## config.mk

```make
export PLATFORM = sky130hd
export DESIGN_NAME = rr_bus_arbiter_flat
export DESIGN_NICKNAME = d
export VERILOG_FILES = /design/src/rtl/rr_bus_arbiter_if.sv /design/src/rtl/rr_bus_arbiter.sv /design/src/flat_wrapper.sv
export SDC_FILE = /design/constraint.sdc
export NUM_CORES = 1
export LEC_CHECK = 0
export ABC_AREA = 1
export BUFFER_PORTS_ARGS = -buffer_cell sky130_fd_sc_hd__buf_2
export CAP_MARGIN = 20
export CORE_UTILIZATION = 40
export DETAILED_ROUTE_END_ITERATION = 8
export GPL_ROUTABILITY_DRIVEN = 1
export GPL_TIMING_DRIVEN = 0
export PLACE_DENSITY = 0.66
export SYNTH_ARGS = -nofsm -noshare
export SYNTH_HDL_FRONTEND = slang
export SYNTH_SLANG_ARGS = --single-unit
```

## constraint.sdc

```tcl
create_clock -name clk -period 2.05 [get_ports clk]
set_input_delay 0.3075 -clock clk [delete_from_list [all_inputs] [get_ports clk]]
set_output_delay 0.3075 -clock clk [all_outputs]
set_load 0.005 [all_outputs]
```

## src/rtl/rr_bus_arbiter_if.sv

```systemverilog
// rr_bus_arbiter_if
//   Bundle shared by the requester channels and the RAM port of rr_bus_arbiter.
//   master : requester/RAM side (drives req, addr, mem_data)
//   slave  : arbiter side       (drives data, rdy, mem_addr, busy, grant_idx)
//   req       per-channel level request, bit i = channel i
//   addr      packed addresses, channel i at [i*ADDRESS_WIDTH +: ADDRESS_WIDTH]
//   data      packed latched read data, channel i at [i*DATA_WIDTH +: DATA_WIDTH]
//   rdy       per-channel ready, sticky while req held
//   mem_addr  registered RAM address
//   mem_data  RAM read data
//   busy      read in flight
//   grant_idx channel owning the current or last read
interface rr_bus_arbiter_if #(
    parameter int NUM_CHANNELS  = 4,
    parameter int ADDRESS_WIDTH = 8,
    parameter int DATA_WIDTH    = 8
);
    localparam int GW = (NUM_CHANNELS > 1) ? $clog2(NUM_CHANNELS) : 1;

    logic [NUM_CHANNELS-1:0]               req;
    logic [NUM_CHANNELS*ADDRESS_WIDTH-1:0] addr;
    logic [NUM_CHANNELS*DATA_WIDTH-1:0]    data;
    logic [NUM_CHANNELS-1:0]               rdy;
    logic [ADDRESS_WIDTH-1:0]              mem_addr;
    logic [DATA_WIDTH-1:0]                 mem_data;
    logic                                  busy;
    logic [GW-1:0]                         grant_idx;

    // The RAM read data is grouped with the requester side: both are inputs
    // to the arbiter.
    modport master (
        output req, addr, mem_data,
        input  data, rdy, mem_addr, busy, grant_idx
    );

    modport slave (
        input  req, addr, mem_data,
        output data, rdy, mem_addr, busy, grant_idx
    );
endinterface

```

## src/rtl/rr_bus_arbiter.sv

```systemverilog
// rr_bus_arbiter
//   Shares one synchronous RAM read port among NUM_CHANNELS requesters.
//   One read is outstanding at a time. Each channel has a level req / sticky
//   rdy handshake and a latched data word. Winner selection is round-robin
//   from a pointer that moves past the last owner.
//   Build option: define RR_BUS_ARBITER_FIXED_PRIO_EN for fixed priority
//   (lowest eligible index wins, no RR pointer); timing is unchanged.
// Ports:
//   clk  clock
//   rst  synchronous, active-high reset
//   bus  rr_bus_arbiter_if.slave (req/addr/data/rdy, RAM port, busy, grant_idx)
module rr_bus_arbiter #(
    parameter int NUM_CHANNELS  = 4,
    parameter int ADDRESS_WIDTH = 8,
    parameter int DATA_WIDTH    = 8,
    parameter int MEM_LATENCY   = 1
) (
    input logic              clk,
    input logic              rst,
    rr_bus_arbiter_if.slave  bus
);
    localparam int GW = (NUM_CHANNELS > 1) ? $clog2(NUM_CHANNELS) : 1;

    typedef enum logic {S_IDLE, S_WAIT} state_t;

    state_t                  state, state_next;
    logic [2:0]              cnt;
    logic [NUM_CHANNELS-1:0] elig;
    logic [GW-1:0]           winner;
    logic                    any_elig;
    logic                    capture;
`ifndef RR_BUS_ARBITER_FIXED_PRIO_EN
    logic [GW-1:0]           ptr;
`endif

    // Arbitration only happens in IDLE, so there is no current owner to
    // exclude; a channel already served waits for its own req drop.
    assign elig    = bus.req & ~bus.rdy;
    assign capture = (state == S_WAIT) && (cnt == 3'(MEM_LATENCY));

    always_comb begin
        int j;
        j        = 0;
        winner   = '0;
        any_elig = 1'b0;
        for (int k = 0; k < NUM_CHANNELS; k++) begin
`ifdef RR_BUS_ARBITER_FIXED_PRIO_EN
            j = k;
`else
            j = int'(ptr) + k;
            if (j >= NUM_CHANNELS) j = j - NUM_CHANNELS;
`endif
            if (!any_elig && elig[j]) begin
                any_elig = 1'b1;
                winner   = GW'(j);
            end
        end
    end

    // FSM: state register
    always_ff @(posedge clk) begin
        if (rst) state <= S_IDLE;
        else     state <= state_next;
    end

    // FSM: next state
    always_comb begin
        state_next = state;
        case (state)
            S_IDLE:  if (any_elig) state_next = S_WAIT;
            S_WAIT:  if (capture)  state_next = S_IDLE;
            default: state_next = S_IDLE;
        endcase
    end

    // FSM: outputs
    always_comb begin
        bus.busy = (state == S_WAIT);
    end

    // Datapath: address issue, latency count, capture and rdy bookkeeping.
    always_ff @(posedge clk) begin
        if (rst) begin
            bus.mem_addr  <= '0;
            bus.grant_idx <= '0;
            bus.data      <= '0;
            bus.rdy       <= '0;
            cnt           <= '0;
`ifndef RR_BUS_ARBITER_FIXED_PRIO_EN
            ptr           <= '0;
`endif
        end else begin
            for (int i = 0; i < NUM_CHANNELS; i++)
                if (!bus.req[i]) bus.rdy[i] <= 1'b0;

            if (state == S_IDLE && any_elig) begin
                // Address is latched once; later addr changes are ignored.
                bus.mem_addr  <= bus.addr[int'(winner)*ADDRESS_WIDTH +: ADDRESS_WIDTH];
                bus.grant_idx <= winner;
                cnt           <= '0;
            end else if (state == S_WAIT) begin
                cnt <= cnt + 3'd1;
                if (capture) begin
                    // A withdrawn request drops the returning word silently.
                    if (bus.req[bus.grant_idx]) begin
                        bus.data[int'(bus.grant_idx)*DATA_WIDTH +: DATA_WIDTH] <= bus.mem_data;
                        bus.rdy[bus.grant_idx] <= 1'b1;
                    end
`ifndef RR_BUS_ARBITER_FIXED_PRIO_EN
                    ptr <= (bus.grant_idx == GW'(NUM_CHANNELS-1)) ? '0
                                                                  : bus.grant_idx + 1'b1;
`endif
                end
            end
        end
    end
endmodule

```

## src/flat_wrapper.sv

```systemverilog
// flat-port wrapper written by rule: the top's interface ports become plain ports
module rr_bus_arbiter_flat 
#(
    parameter int NUM_CHANNELS  = 4,
    parameter int ADDRESS_WIDTH = 8,
    parameter int DATA_WIDTH    = 8,
    parameter int MEM_LATENCY   = 1
)
  (clk, rst, bus_req, bus_addr, bus_mem_data, bus_data, bus_rdy, bus_mem_addr, bus_busy, bus_grant_idx);
  rr_bus_arbiter_if #(.NUM_CHANNELS(NUM_CHANNELS), .ADDRESS_WIDTH(ADDRESS_WIDTH), .DATA_WIDTH(DATA_WIDTH)) bus_i ();
  input logic clk;
  input logic rst;
  input wire logic [$bits(bus_i.req)-1:0] bus_req;
  input wire logic [$bits(bus_i.addr)-1:0] bus_addr;
  input wire logic [$bits(bus_i.mem_data)-1:0] bus_mem_data;
  output wire logic [$bits(bus_i.data)-1:0] bus_data;
  output wire logic [$bits(bus_i.rdy)-1:0] bus_rdy;
  output wire logic [$bits(bus_i.mem_addr)-1:0] bus_mem_addr;
  output wire logic [$bits(bus_i.busy)-1:0] bus_busy;
  output wire logic [$bits(bus_i.grant_idx)-1:0] bus_grant_idx;
  assign bus_i.req = bus_req;
  assign bus_i.addr = bus_addr;
  assign bus_i.mem_data = bus_mem_data;
  assign bus_data = bus_i.data;
  assign bus_rdy = bus_i.rdy;
  assign bus_mem_addr = bus_i.mem_addr;
  assign bus_busy = bus_i.busy;
  assign bus_grant_idx = bus_i.grant_idx;
  rr_bus_arbiter #(.NUM_CHANNELS(NUM_CHANNELS), .ADDRESS_WIDTH(ADDRESS_WIDTH), .DATA_WIDTH(DATA_WIDTH), .MEM_LATENCY(MEM_LATENCY)) u_core (.clk(clk), .rst(rst), .bus(bus_i));
endmodule
```

=== After elaboration in Yosys (flattened, before gate mapping) ===
Cells that the tools add are included.

* Register bits after elaboration: 52
* Logic and storage cells: 94

* Order comparisons: 10
* Multiplexer cells: 45
* Eq/ne operators: 2
* Reductions and logical operators: 12
* Add/subtract/negate cells: 10
* Shifts and indexed selects: 3
* Bitwise operators: 5

{| class="wikitable"
|+ Operators with widths
! cell !! number
|-
| 32-bit by 4-bit < comparator with 1-bit output (second input constant) || 4
|-
| 32-bit two-way mux || 4
|-
| 32-bit by 4-bit >= comparator with 1-bit output (second input constant) || 3
|-
| 32-bit by 4-bit subtractor with 32-bit output (second input constant) || 3
|-
| 5-bit negation with 33-bit output || 1
|-
| 8-bit by 33-bit variable shift with 32-bit output (first input constant) || 1
|-
| 8-bit by 33-bit variable part select with 32-bit output || 1
|-
| 32-bit bitwise mux || 1
|-
| 32-bit by 6-bit variable part select with 8-bit output || 1
|-
| 1-bit two-way mux || 24
|-
| 4-bit two-way mux || 4
|-
| 1-bit binary-select mux with 2-bit select || 5
|-
| 2-bit two-way mux || 5
|-
| 2-bit by 2-bit adder with 3-bit output (second input constant) || 2
|-
| 1-bit logical AND || 6
|-
| 4-bit AND || 1
|-
| 4-bit inverter || 1
|-
| 4-bit OR || 1
|-
| 4-bit AND reduction || 1
|-
| 2-bit by 3-bit subtractor with 4-bit output (second input constant) || 1
|-
| 2-bit by 1-bit adder with 3-bit output (second input constant) || 1
|-
| 3-bit by 1-bit adder with 3-bit output (second input constant) || 1
|-
| 3-bit by 1-bit == test with 1-bit output (second input constant) || 1
|-
| 2-bit by 3-bit >= comparator with 1-bit output (second input constant) || 1
|-
| other kinds (10) || 13
|}

=== Depth between registers and ports, before layout ===
Gate-level depths: netlist of run 1.

* Word-level depth: 18
* Mapped depth: 15

=== Worst setup path after synthesis of run 1 ===
OpenSTA, ideal clock, no wires.

* Kind: flip-flop to flip-flop
* Start point: register u_core.bus.grant_idx[0]
* End point: register u_core.bus.data[11]
* Stages on the path, launching flop included: 8
* Setup slack: 317 ps
* Arrival time: 1,662 ps
* Buffers on the path: 1
* Period minus slack after synthesis: 1,733 ps
* Cell sequence: dfxtp_1 > inv_2 > ha_1 > inv_1 > nor2_1 > clkbuf_1 > nand4_1 > a21oi_1

* Longest elaborated chain between the ends: 3
* Elaborated cells between the ends (all ways): 7

{| class="wikitable"
|+ RTL lines
! element !! RTL line !! RTL
|-
| from (decl) || rr_bus_arbiter_if.sv:38 || <nowiki>output data, rdy, mem_addr, busy, grant_idx</nowiki>
|-
| from (signal assigned) || rr_bus_arbiter.sv:99 || <nowiki>bus.grant_idx <= winner;</nowiki>
|-
| 5-bit negation with 33-bit output or 1-bit binary-select mux with 2-bit select (tied branches) || rr_bus_arbiter.sv:106, rr_bus_arbiter.sv:105 ||
|-
| 8-bit by 33-bit variable part select with 32-bit output (tied with other cells) || rr_bus_arbiter.sv:106 || <nowiki>bus.data[int'(bus.grant_idx)*DATA_WIDTH +: DATA_WIDTH] <= bus.mem_data;</nowiki>
|-
| 32-bit bitwise mux or 4-bit AND reduction (tied branches) || - ||
|-
| to (signal, indexed assignment) || rr_bus_arbiter.sv:106 ||
|-
| to (decl) || rr_bus_arbiter_if.sv:38 ||
|}

Several ways; a longest one is shown, not always the timed one. The select of a mux whose other input is x is not followed.
A chain may end at the register's enable or synchronous reset.

=== Worst setup path in the final report of run 1 ===
* Start point: register u_core.ptr[0]
* End point: register u_core.bus.mem_addr[5]

* Longest elaborated chain between the ends: 16
* Elaborated cells between the ends (all ways): 43

{| class="wikitable"
|+ RTL lines
! element !! RTL line !! RTL
|-
| from (decl) || rr_bus_arbiter.sv:33 || <nowiki>logic [GW-1:0] ptr;</nowiki>
|-
| from (signal assigned) || rr_bus_arbiter.sv:110 || <nowiki>ptr <= (bus.grant_idx == GW'(NUM_CHANNELS-1)) ? '0</nowiki>
|-
| parallel branches: the longest is 16 deep, another holds 32-bit by 4-bit subtractor with 32-bit output || - ||
|-
| to (signal assigned) || rr_bus_arbiter.sv:98 || <nowiki>bus.mem_addr <= bus.addr[int'(winner)*ADDRESS_WIDTH +: ADDRESS_WIDTH];</nowiki>
|-
| to (decl) || rr_bus_arbiter_if.sv:38 ||
|}

Parallel ways; which one is timed is not known. The select of a mux whose other input is x is not followed.

==> results of run 1 <==
==> layer usage <==
metal  up-vias  global-route usage [%]
met5         -                       0
met4         0                    7.05
met3        12                    4.33
met2        93                    35.8
met1      1306                    24.3
li1       1445                       -
==> sequential cells by signal (all words and copies together), names as in the netlist <==
| name | flops |
|---|---|
| u_core.bus.data | 32 |
| u_core.bus.grant_idx | 2 |
| u_core.bus.busy | 1 |
| u_core.cnt | 3 |
| u_core.bus.mem_addr | 8 |
| u_core.bus.rdy | 4 |
| u_core.ptr | 2 |
==> critical path, delay by kind of cell (launching register included) <==
kind | cells | cell delay (ps)
and+or+nand+nor | 11 | 1060
buffers and inverters | 3 | 370
DFF | 1 | 320
==> worst min path at each step <==
stage,startpoint,end,slack [ps],cells after the start
2_1_floorplan,rst,u_core.bus.data[17],390,1
3_3_place_gp,u_core.bus.mem_addr[5],u_core.bus.mem_addr[5],430,2
6_report,rst,u_core.bus.data[17],230,2
4_1_cts,rst,u_core.bus.data[17],230,2
5_1_grt,rst,u_core.bus.data[17],220,2
3_5_place_dp,u_core.bus.mem_addr[0],u_core.bus.mem_addr[0],440,2
==> what timing repair did <==
action	in CTS	in global routing
setup endpoints to repair	8	20
gates cloned	0	0
gates resized for setup	1	4
endpoints found under the hold margin	0	0
==> cells by family after synthesis <==
| logic type | count (synthesis) | synth area share [%] |
|---|---|---|
| flops | 52 | 38.5 |
| xor+xnor | 2 | 0.648 |
| simple gates | 206 | 37.6 |
| compound gates | 63 | 12.2 |
| fa+ha+maj | 10 | 4.63 |
| buf+inv | 37 | 6.43 |
==> power by group through the flow <==
stage	Sequential, mW	Combinational (mW)	Clock [mW]
6_report	1.18	1.02	0.752
5_1_grt	1.19	1.14	0.812
4_1_cts	1.17	1.01	0.771
3_5_place_dp	1.20	1.01	0
3_3_place_gp	1.19	0.999	0
2_1_floorplan	1.19	0.704	0
==> placed cells by master, fill, tap and decap left out, types with 2 or more instances in the layout <==
| cell | n |
|---|---|
| a21oi_1 | 39 |
| buf_2 | 92 |
| buf_4 | 2 |
| buf_6 | 3 |
| clkbuf_1 | 4 |
| clkbuf_8 | 6 |
| clkinv_4 | 2 |
| dfxtp_1 | 50 |
| dfxtp_2 | 2 |
| ha_1 | 10 |
| inv_1 | 21 |
| inv_2 | 5 |
| nand2_1 | 89 |
| nand2_2 | 5 |
| nand2_8 | 2 |
| nand3_1 | 68 |
| nand3_2 | 6 |
| nand4_1 | 6 |
| nor2_1 | 21 |
| nor2_4 | 3 |
| nor3_1 | 3 |
| o21ai_0 | 17 |
| o22ai_1 | 2 |
==> cell type report <==
cell class	count	area, um2
plain buffers	10	68.8
clock buffers	6	82.6
clock inverters	2	38.8
fillers	654	3030
inverters	27	106
multi-input cells	281	1490
flip-flops and latches	52	1040
well taps	77	96.3
repair buffers	92	460
==> metrics by stage <==
stage	std cells	util, %	hold WS [ps]
after CTS	547	52.7	233
after global routing	547	52.8	224
after detailed placement	539	50.8	436
after global placement	539	50.8	433
after floorplan	370	-	387
final	547	52.8	230
==> impl_metrics.csv, run 1 <==
group,metric,value,unit
synth,ys_types,31,
drt,highest_layer,"met4",
placement,dp_hpwl,5.44,mm
synth,synth_top_area_share,38.5,%
floorplanning,coreArea,0.00642,mm2
setup_path,critPathMostFrequentCell,"nand2_1",
drt,wl_per_cell,13.0,um
setup_path,r2r_cells,14,
floorplanning,rows,29,
power,clkPwrFrac,25.5,%
setup_path,startpoint,"u_core.ptr[0]",
flow_run,drv_cap,0,
drt,wl_met1,3.13,mm
sta,fmax,544,MHz
power,internal_power,1.87,mW
drt,dr.pass1.iters,7,
drt,met2_length,3.44,mm
outcome,status,"finished, violations left",
sta,setup_slack,212,ps
synth,synthesis.area,0.00270,mm2
floorplanning,chipWidth,84.2,um
grt,gr-usage-all-layers,20.2,%
setup_path,critPathMaxFanout,10,
power,switchingPower,1.08,mW
power,swShare,36.5,%
setup_path,cp-endpoint,"u_core.bus.mem_addr[5]",
synth,synth_fp_nets,426,
clock_network,cts_root_buf,"clkbuf_8",
setup_path,r2r_slack,210,ps
setup_path,crit_required,2260,ps
hold_path,hp-class,"primary input to flop",
floorplanning,ios,93,
sta,setup-violations-final,0,
drt,wl_met3,431,um
synth,yosys-top-cells-count,"nand2_1, nand3_1, dfxtp_1, a21oi_1, inv_1",
drt,ant_nets,0,
clock_network,post_cts_buffers,0,
grt,grt_overflow_total,0,
sta,relSlewSlack,69.4,%
drt,via_per_inst,5.22,
clock_network,cts_sinks,52,
setup_path,cp_slowest_stage_delay,320,ps
floorplanning,die_area,0.00709,mm2
synth,synth_edf_count,0,
power,p_total,2.94,mW
final_layout,diodes,0,
power,seq_power_share,39.9,%
setup_path,cp-start-kind,"flop",
power,cellLeakagePower,1.71,nW
synth,yosysSeqAreaShare,38.5,%
outcome,violations,"design-rule violations",
grt,antenna_found_initial,0,
placement,numPortBuffers,92,
sta,worst_pin_slew,459,ps
synth,yosys-top-cells-area,"dfxtp_1, nand3_1, nand2_1",
clock_network,tritoncts,"built",
sta,rsz0062_at_grt,"no",
setup_path,r2r-start,"u_core.ptr[0]",
synth,synth_top_area_cell,"dfxtp_1",
sta,slew_violations,0,
final_layout,final_nets,525,
placement,routabilityCongestion,0.834,
sta,finalCritPeriodShare,89.7,%
power,vdd_drop_max,411,uV
sta,hold_violations,0,
setup_path,r2r_end,"u_core.bus.mem_addr[5]",
synth,ys_async_sr_fraction,0,%
placement,placed_cell_area,0.00326,mm2
power,combPwrFrac,34.5,%
synth,synth_area_per_cell,7.31,um2
sta,period_minus_slack,1840,ps
setup_path,worstPathCellList,"buf_6, clkinv_4, nand2_1, nand2_2, nand3_2, nand2_4, nand4_4, nand2_8, nand2_8, buf_6, nand2_1, nand3_1, nand3_1, nand2_1",
clock_network,ctsHoldBuffers,0,
synth,postSynthCellCount,370,
grt,grt_pass1_wl,11.7,mm
grt,grt_pass1_vias,2573,
setup_path,critPathArrivalTime,2050,ps
final_layout,final_area,0.00339,mm2
synth,ys_ff_latch,52,
clock_network,clkSlewWorstSetupHoldPaths,100,ps
sta,fin_worst_skew,9.26,ps
placement,dp_slack,-32.7,ps
clock_network,numCtsBuffers,5,
drt,drt-total-wl,7.14,mm
clock_network,cts_htree_levels,2,
setup_path,cp-end-kind,"flop",
clock_network,clock_latency,310,ps
final_layout,syn2layout_area_growth,25.4,%
synth,synth.most_common_cell,"nand2_1",
synth,synth_flop_cell,"dfxtp_1",
floorplanning,die_y,84.2,um
drt,drc,12,
synth,synth-warning-count,0,
drt,num_vias,2856,
floorplanning,initial_utilization,42.1,%
sta,fin_setup_tns,0,ps
clock_network,clock_path_buffers,2,
final_layout,layout-drive-gt1-share,28.5,%
grt,grt_max_degree,17,
setup_path,critPathKind,"flop to flop",
drt,drt-initial-drc-count,100,
setup_path,crit_path_top_delay_cell,"dfxtp_1",
power,power_density,868,mW/mm2
No activity file was read; power rests on OpenSTA's default activity.
==> run 2, diff against run 1 <==
--- a/config.mk
+++ b/config.mk
@@ -5,14 +5,14 @@
 export SDC_FILE = /design/constraint.sdc
 export NUM_CORES = 1
 export LEC_CHECK = 0
-export ABC_AREA = 1
+export ABC_AREA = 0
 export BUFFER_PORTS_ARGS = -buffer_cell sky130_fd_sc_hd__buf_2
 export CAP_MARGIN = 20
 export CORE_UTILIZATION = 40
 export DETAILED_ROUTE_END_ITERATION = 8
 export GPL_ROUTABILITY_DRIVEN = 1
 export GPL_TIMING_DRIVEN = 0
-export PLACE_DENSITY = 0.66
+export PLACE_DENSITY = 0.67
 export SYNTH_ARGS = -nofsm -noshare
 export SYNTH_HDL_FRONTEND = slang
 export SYNTH_SLANG_ARGS = --single-unit
==> impl_metrics.csv, run 2 <==
group,metric,value,unit
final_layout,reg.largest.list,"u_core.bus.data x32, u_core.bus.mem_addr x8, u_core.bus.rdy x4",
setup_path,critPathMostFrequentCell,"buf_6",
setup_path,path_delay_family,"multiplexers",
clock_network,cts_root_buf,"clkbuf_8",
final_layout,syn2layout_area_growth,29.4,%
clock_network,clock_path_buffers,2,
setup_path,critPathKind,"flop to flop",
placement,routabilityCongestion,0.779,
final_layout,final_area,0.00318,mm2
grt,grt_max_degree,17,
hold_path,hp-class,"primary input to flop",
synth,synth_flop_cell,"dfxtp_1",
floorplanning,die_y,80.3,um
sta,setup-violations-final,0,
sta,fmax,516,MHz
setup_path,path_buf_inv,3,
synth,synth.most_common_cell,"dfxtp_1",
grt,grt_overflow_total,0,
grt,grt_pass1_wl,10.1,mm
setup_path,cp-start-kind,"flop",
grt,antenna_found_initial,0,
grt,gr-usage-all-layers,20.1,%
synth,yosys-top-cells-count,"dfxtp_1, nand2_1, a21oi_1, nand3_1, mux2i_1",
drt,drc,0,
final_layout,mostFrequentLayoutCells,"buf_2, dfxtp_1, nand2_1",
sta,fin_worst_skew,8.47,ps
synth,synthesis.area,0.00245,mm2
flow_run,drv_cap,0,
sta,period_minus_slack,1940,ps
synth,yosys-top-cells-area,"dfxtp_1, a21oi_1, mux2i_1",
final_layout,diodes,0,
synth,ys_async_sr_fraction,0,%
floorplanning,coreArea,0.00592,mm2
clock_network,numCtsBuffers,5,
placement,placed_cell_area,0.00300,mm2
synth,synth_fp_nets,329,
drt,dr.pass1.iters,4,
setup_path,crit_path_top_delay_cell,"mux4_2",
sta,timing.hold.ws,285,ps
setup_path,critPathArrivalTime,2120,ps
grt,grt_most_used_layer,"met2",
clock_network,clkSlewWorstSetupHoldPaths,100,ps
sta,relSlewSlack,65.3,%
final_layout,finalNonFillerCells,447,
sta,finalCritPeriodShare,94.5,%
sta,slew_violations,0,
synth,ys_ff_latch,52,
floorplanning,chipWidth,80.3,um
clock_network,clock_latency,310,ps
synth,synth_edf_count,0,
setup_path,startpoint,"u_core.bus.grant_idx[0]",
placement,dp_hpwl,4.70,mm
drt,drt-total-wl,6.20,mm
sta,hold_violations,0,
synth,synth_top_area_share,42.4,%
grt,grt_pass1_vias,2206,
sta,fin_setup_tns,0,ps
drt,num_vias,2287,
grt,grt.met1_usage,24.5,%
synth,synth-warning-count,0,
grt,met2_usage,34.5,%
sta,worst_pin_slew,513,ps
placement,numPortBuffers,91,
floorplanning,rows,28,
placement,dpl.cell_count,439,
clock_network,cts_htree_levels,2,
final_layout,largest_register_ffs,32,
setup_path,cp_slowest_stage_delay,500,ps
synth,ys_types,36,
grt,grt_use_met3,5.11,%
setup_path,cp-end-kind,"flop",
floorplanning,initial_utilization,41.4,%
setup_path,r2r-start,"u_core.bus.grant_idx[0]",
synth,yosysSeqAreaShare,42.4,%
drt,via_per_inst,5.12,
setup_path,worstPathCellList,"buf_6, mux4_2, nor2b_4, buf_6, and2_4, buf_6, nand3_1, a21oi_1",
power,cellLeakagePower,1.42,nW
final_layout,layout-drive-gt1-share,32.5,%
final_layout,final_nets,427,
setup_path,crit_required,2230,ps
sta,rsz0062_at_grt,"no",
hold_path,hold_path.startpoint,"bus_mem_data[2]",
synth,synth_top_area_cell,"dfxtp_1",
synth,synth_area_per_cell,8.99,um2
final_layout,layout_commonest_cell,"buf_2",
clock_network,tritoncts,"built",
clock_network,cts_sinks,52,
drt,wl_per_cell,13.9,um
clock_network,post_cts_buffers,0,
power,power_density,654,mW/mm2
floorplanning,ios,93,
final_layout,utilization,53.6,%
setup_path,critPathMaxFanout,10,
outcome,status,"finished clean",
drt,drt-initial-drc-count,78,
drt,ant_nets,0,
final_layout,regMostFlops,"u_core.bus.data",
synth,postSynthCellCount,273,
floorplanning,die_area,0.00645,mm2
power,vdd_drop_max,465,uV
run 2: final cells by class:
cell class                      count  area, um2
Sequential cell                    52       1040
Multi-Input combinational cell    202       1350
Timing Repair Buffer               91        455
Inverter                            3       11.3
Tap cell                           75       93.8
Clock inverter                      3       42.5
Clock buffer                        5       68.8
Fill cell                         560       2750
Buffer                             16        115
run 2: worst min-delay path, cell delays in order:
cell and delay (ps):
buf_2 130, nand3_1 70, a21oi_1 60
run 2: report_power, final:
part | internal [mW] | total [mW] | switching, mW
clock network | 0.362 | 0.712 | 0.351
logic | 0.145 | 0.308 | 0.163
registers | 1.04 | 1.06 | 0.0196
total | 1.54 | 2.08 | 0.533
run 2: repair_timing:
action	4_1_cts	5_1_grt
pin swaps	0	0
hold buffers	0	0
gates resized for setup	4	8
endpoints found under the setup margin	32	32
run 2: logic make-up (layout without fill, tap and decap cells):
kind of cell,after synthesis,count (layout),synth area share (%)
compound gates,56,56,14.3
buf+inv,19,118,5.15
fa+ha+maj,10,10,5.10
xor+xnor,2,2,0.714
mux,19,19,8.31
simple gates,115,115,24.0
flops,52,52,42.4
run 2: routing by layer:
layer,vias up,wire [um]
met5,-,0
met2,91,2820
met4,0,73
met3,5,462
li1,1168,-
met1,1023,2850
run 2: through the flow:
step / setup WS (ps) / power, mW
finish: 114 / 2.08
global route: 2.34 / 2.17
CTS: 43.7 / 2.06
detailed placement: -185 / 1.36
global placement: -203 / 1.36
floorplan: 175 / 1.24
run 2: path summary, 6_finish.rpt:
path	slack (ps)	end	cells after the start
worst max-delay path	110	u_core.bus.data[28]	8
worst min register to register	450	u_core.bus.data[7]	2
worst min-delay path	290	u_core.bus.data[10]	3
worst max register to register	110	u_core.bus.data[28]	8
==> run 3, diff against run 2 <==
--- a/config.mk
+++ b/config.mk
@@ -13,6 +13,7 @@
 export GPL_ROUTABILITY_DRIVEN = 1
 export GPL_TIMING_DRIVEN = 0
 export PLACE_DENSITY = 0.67
+export RECOVER_POWER = 25
 export SYNTH_ARGS = -nofsm -noshare
 export SYNTH_HDL_FRONTEND = slang
 export SYNTH_SLANG_ARGS = --single-unit
==> impl_metrics.csv, run 3 (same netlist as run 2, synthesis figures left out) <==
group,metric,value,unit
outcome,status,"finished clean",
clock_network,cts_root_buf,"clkbuf_8",
drt,drt-initial-drc-count,78,
drt,num_vias,2291,
grt,grt_pass1_wl,10.1,mm
grt,gr-usage-all-layers,20.1,%
drt,wl_per_cell,13.9,um
drt,drt-total-wl,6.19,mm
final_layout,layout_commonest_cell,"buf_2",
grt,grt_pass1_vias,2206,
drt,ant_nets,0,
placement,routabilityCongestion,0.779,
placement,numPortBuffers,91,
final_layout,mostFrequentLayoutCells,"buf_2, dfxtp_1, nand2_1",
drt,dr.pass1.iters,4,
final_layout,final_nets,427,
power,vdd_drop_max,465,uV
setup_path,r2r_cells,8,
clock_network,cts_htree_levels,2,
sta,period_minus_slack,1940,ps
setup_path,crit_required,2230,ps
power,cellLeakagePower,1.39,nW
final_layout,diodes,0,
setup_path,cp-end-kind,"flop",
flow_run,drv_cap,0,
hold_path,hold_depth,3,
sta,rsz0062_at_grt,"no",
final_layout,syn2layout_area_growth,29.1,%
grt,grt_use_met3,5.11,%
floorplanning,ios,93,
clock_network,tritoncts,"built",
clock_network,cts_sinks,52,
final_layout,regMostFlops,"u_core.bus.data",
final_layout,largest_register_ffs,32,
hold_path,hp-class,"primary input to flop",
power,power_density,655,mW/mm2
clock_network,numCtsBuffers,5,
clock_network,clock_path_buffers,2,
grt,grt_most_used_layer,"met2",
grt,antenna_found_initial,0,
placement,dp_hpwl,4.70,mm
final_layout,reg.largest.list,"u_core.bus.data x32, u_core.bus.mem_addr x8, u_core.bus.rdy x4",
grt,grt_overflow_total,0,
floorplanning,coreArea,0.00592,mm2
sta,setup-violations-final,0,
placement,dp_slack,-185,ps
sta,relSlewSlack,65.3,%
sta,worst_pin_slew,513,ps
floorplanning,rows,28,
grt,grt_max_degree,17,
floorplanning,chipWidth,80.3,um
sta,finalCritPeriodShare,94.5,%
sta,slew_violations,0,
setup_path,critPathKind,"flop to flop",
sta,fin_setup_tns,0,ps
clock_network,clkSlewWorstSetupHoldPaths,100,ps
clock_network,ctsHoldBuffers,0,
power,p_total,2.07,mW
setup_path,cp-start-kind,"flop",
floorplanning,die_y,80.3,um
sta,fin_worst_skew,6.97,ps
grt,grt.met1_usage,24.5,%
final_layout,layout-drive-gt1-share,30.6,%
sta,setup_slack,114,ps
drt,via_per_inst,5.13,
drt,drc,0,
sta,hold_violations,0,
sta,fmax,516,MHz
setup_path,critPathArrivalTime,2120,ps
grt,met2_usage,34.5,%
floorplanning,die_area,0.00645,mm2
setup_path,critPathMaxFanout,10,
floorplanning,initial_utilization,41.4,%
clock_network,clock_latency,310,ps
[run 3: power breakdown]
part	leakage [nW]	switching (mW)	internal, mW
clock network	0.0541	0.348	0.362
registers	0.422	0.0197	1.04
logic	0.917	0.163	0.144
[run 3: final timing paths]
kind	slack (ps)	endpoint	from
worst max-delay path	110	u_core.bus.data[28]	u_core.bus.grant_idx[0]
worst min-delay path	290	u_core.bus.data[10]	bus_mem_data[2]
worst max register to register	110	u_core.bus.data[28]	u_core.bus.grant_idx[0]
worst min register to register	450	u_core.bus.data[11]	u_core.bus.data[11]
[run 3: worst max-delay path, stage by stage (launching register included)]
cell and delay (ps):
dfxtp_2 420, buf_6 170, mux4_2 500, nor2b_4 150, buf_6 150, and2_4 150
buf_6 120, nand3_1 90, a21oi_1 70
[run 3: repair_timing]
action	CTS	global route
buffers inserted	0	0
gates cloned	0	0
resized for setup	4	8
endpoints found under the setup margin	32	32
[run 3: final cells by class]
cell class              count  area (um2)
fillers                   562        2750
multi-input cells         202        1350
flip-flops and latches     52        1040
repair buffers             91         447
plain buffers              16         115
well taps                  75        93.8
clock buffers               5        68.8
clock inverters             3        42.5
inverters                   3        11.3
[run 3: per-stage QoR]
stage / hold WS (ps) / std cells / util [%] / area [um2]
floorplan: 448 / 273 / - / 2450
global placement: 436 / 439 / 50.7 / 3000
detailed placement: 441 / 439 / 50.7 / 3000
CTS: 281 / 447 / 52.9 / 3130
global route: 278 / 447 / 53.5 / 3170
finish: 287 / 447 / 53.5 / 3170
[run 3: metal layers]
layer  up-vias  share of wire, %
met5         -                 0
met4         0               1.2
met3         5               7.2
met2        90                46
met1      1029                46
li1       1167                 -
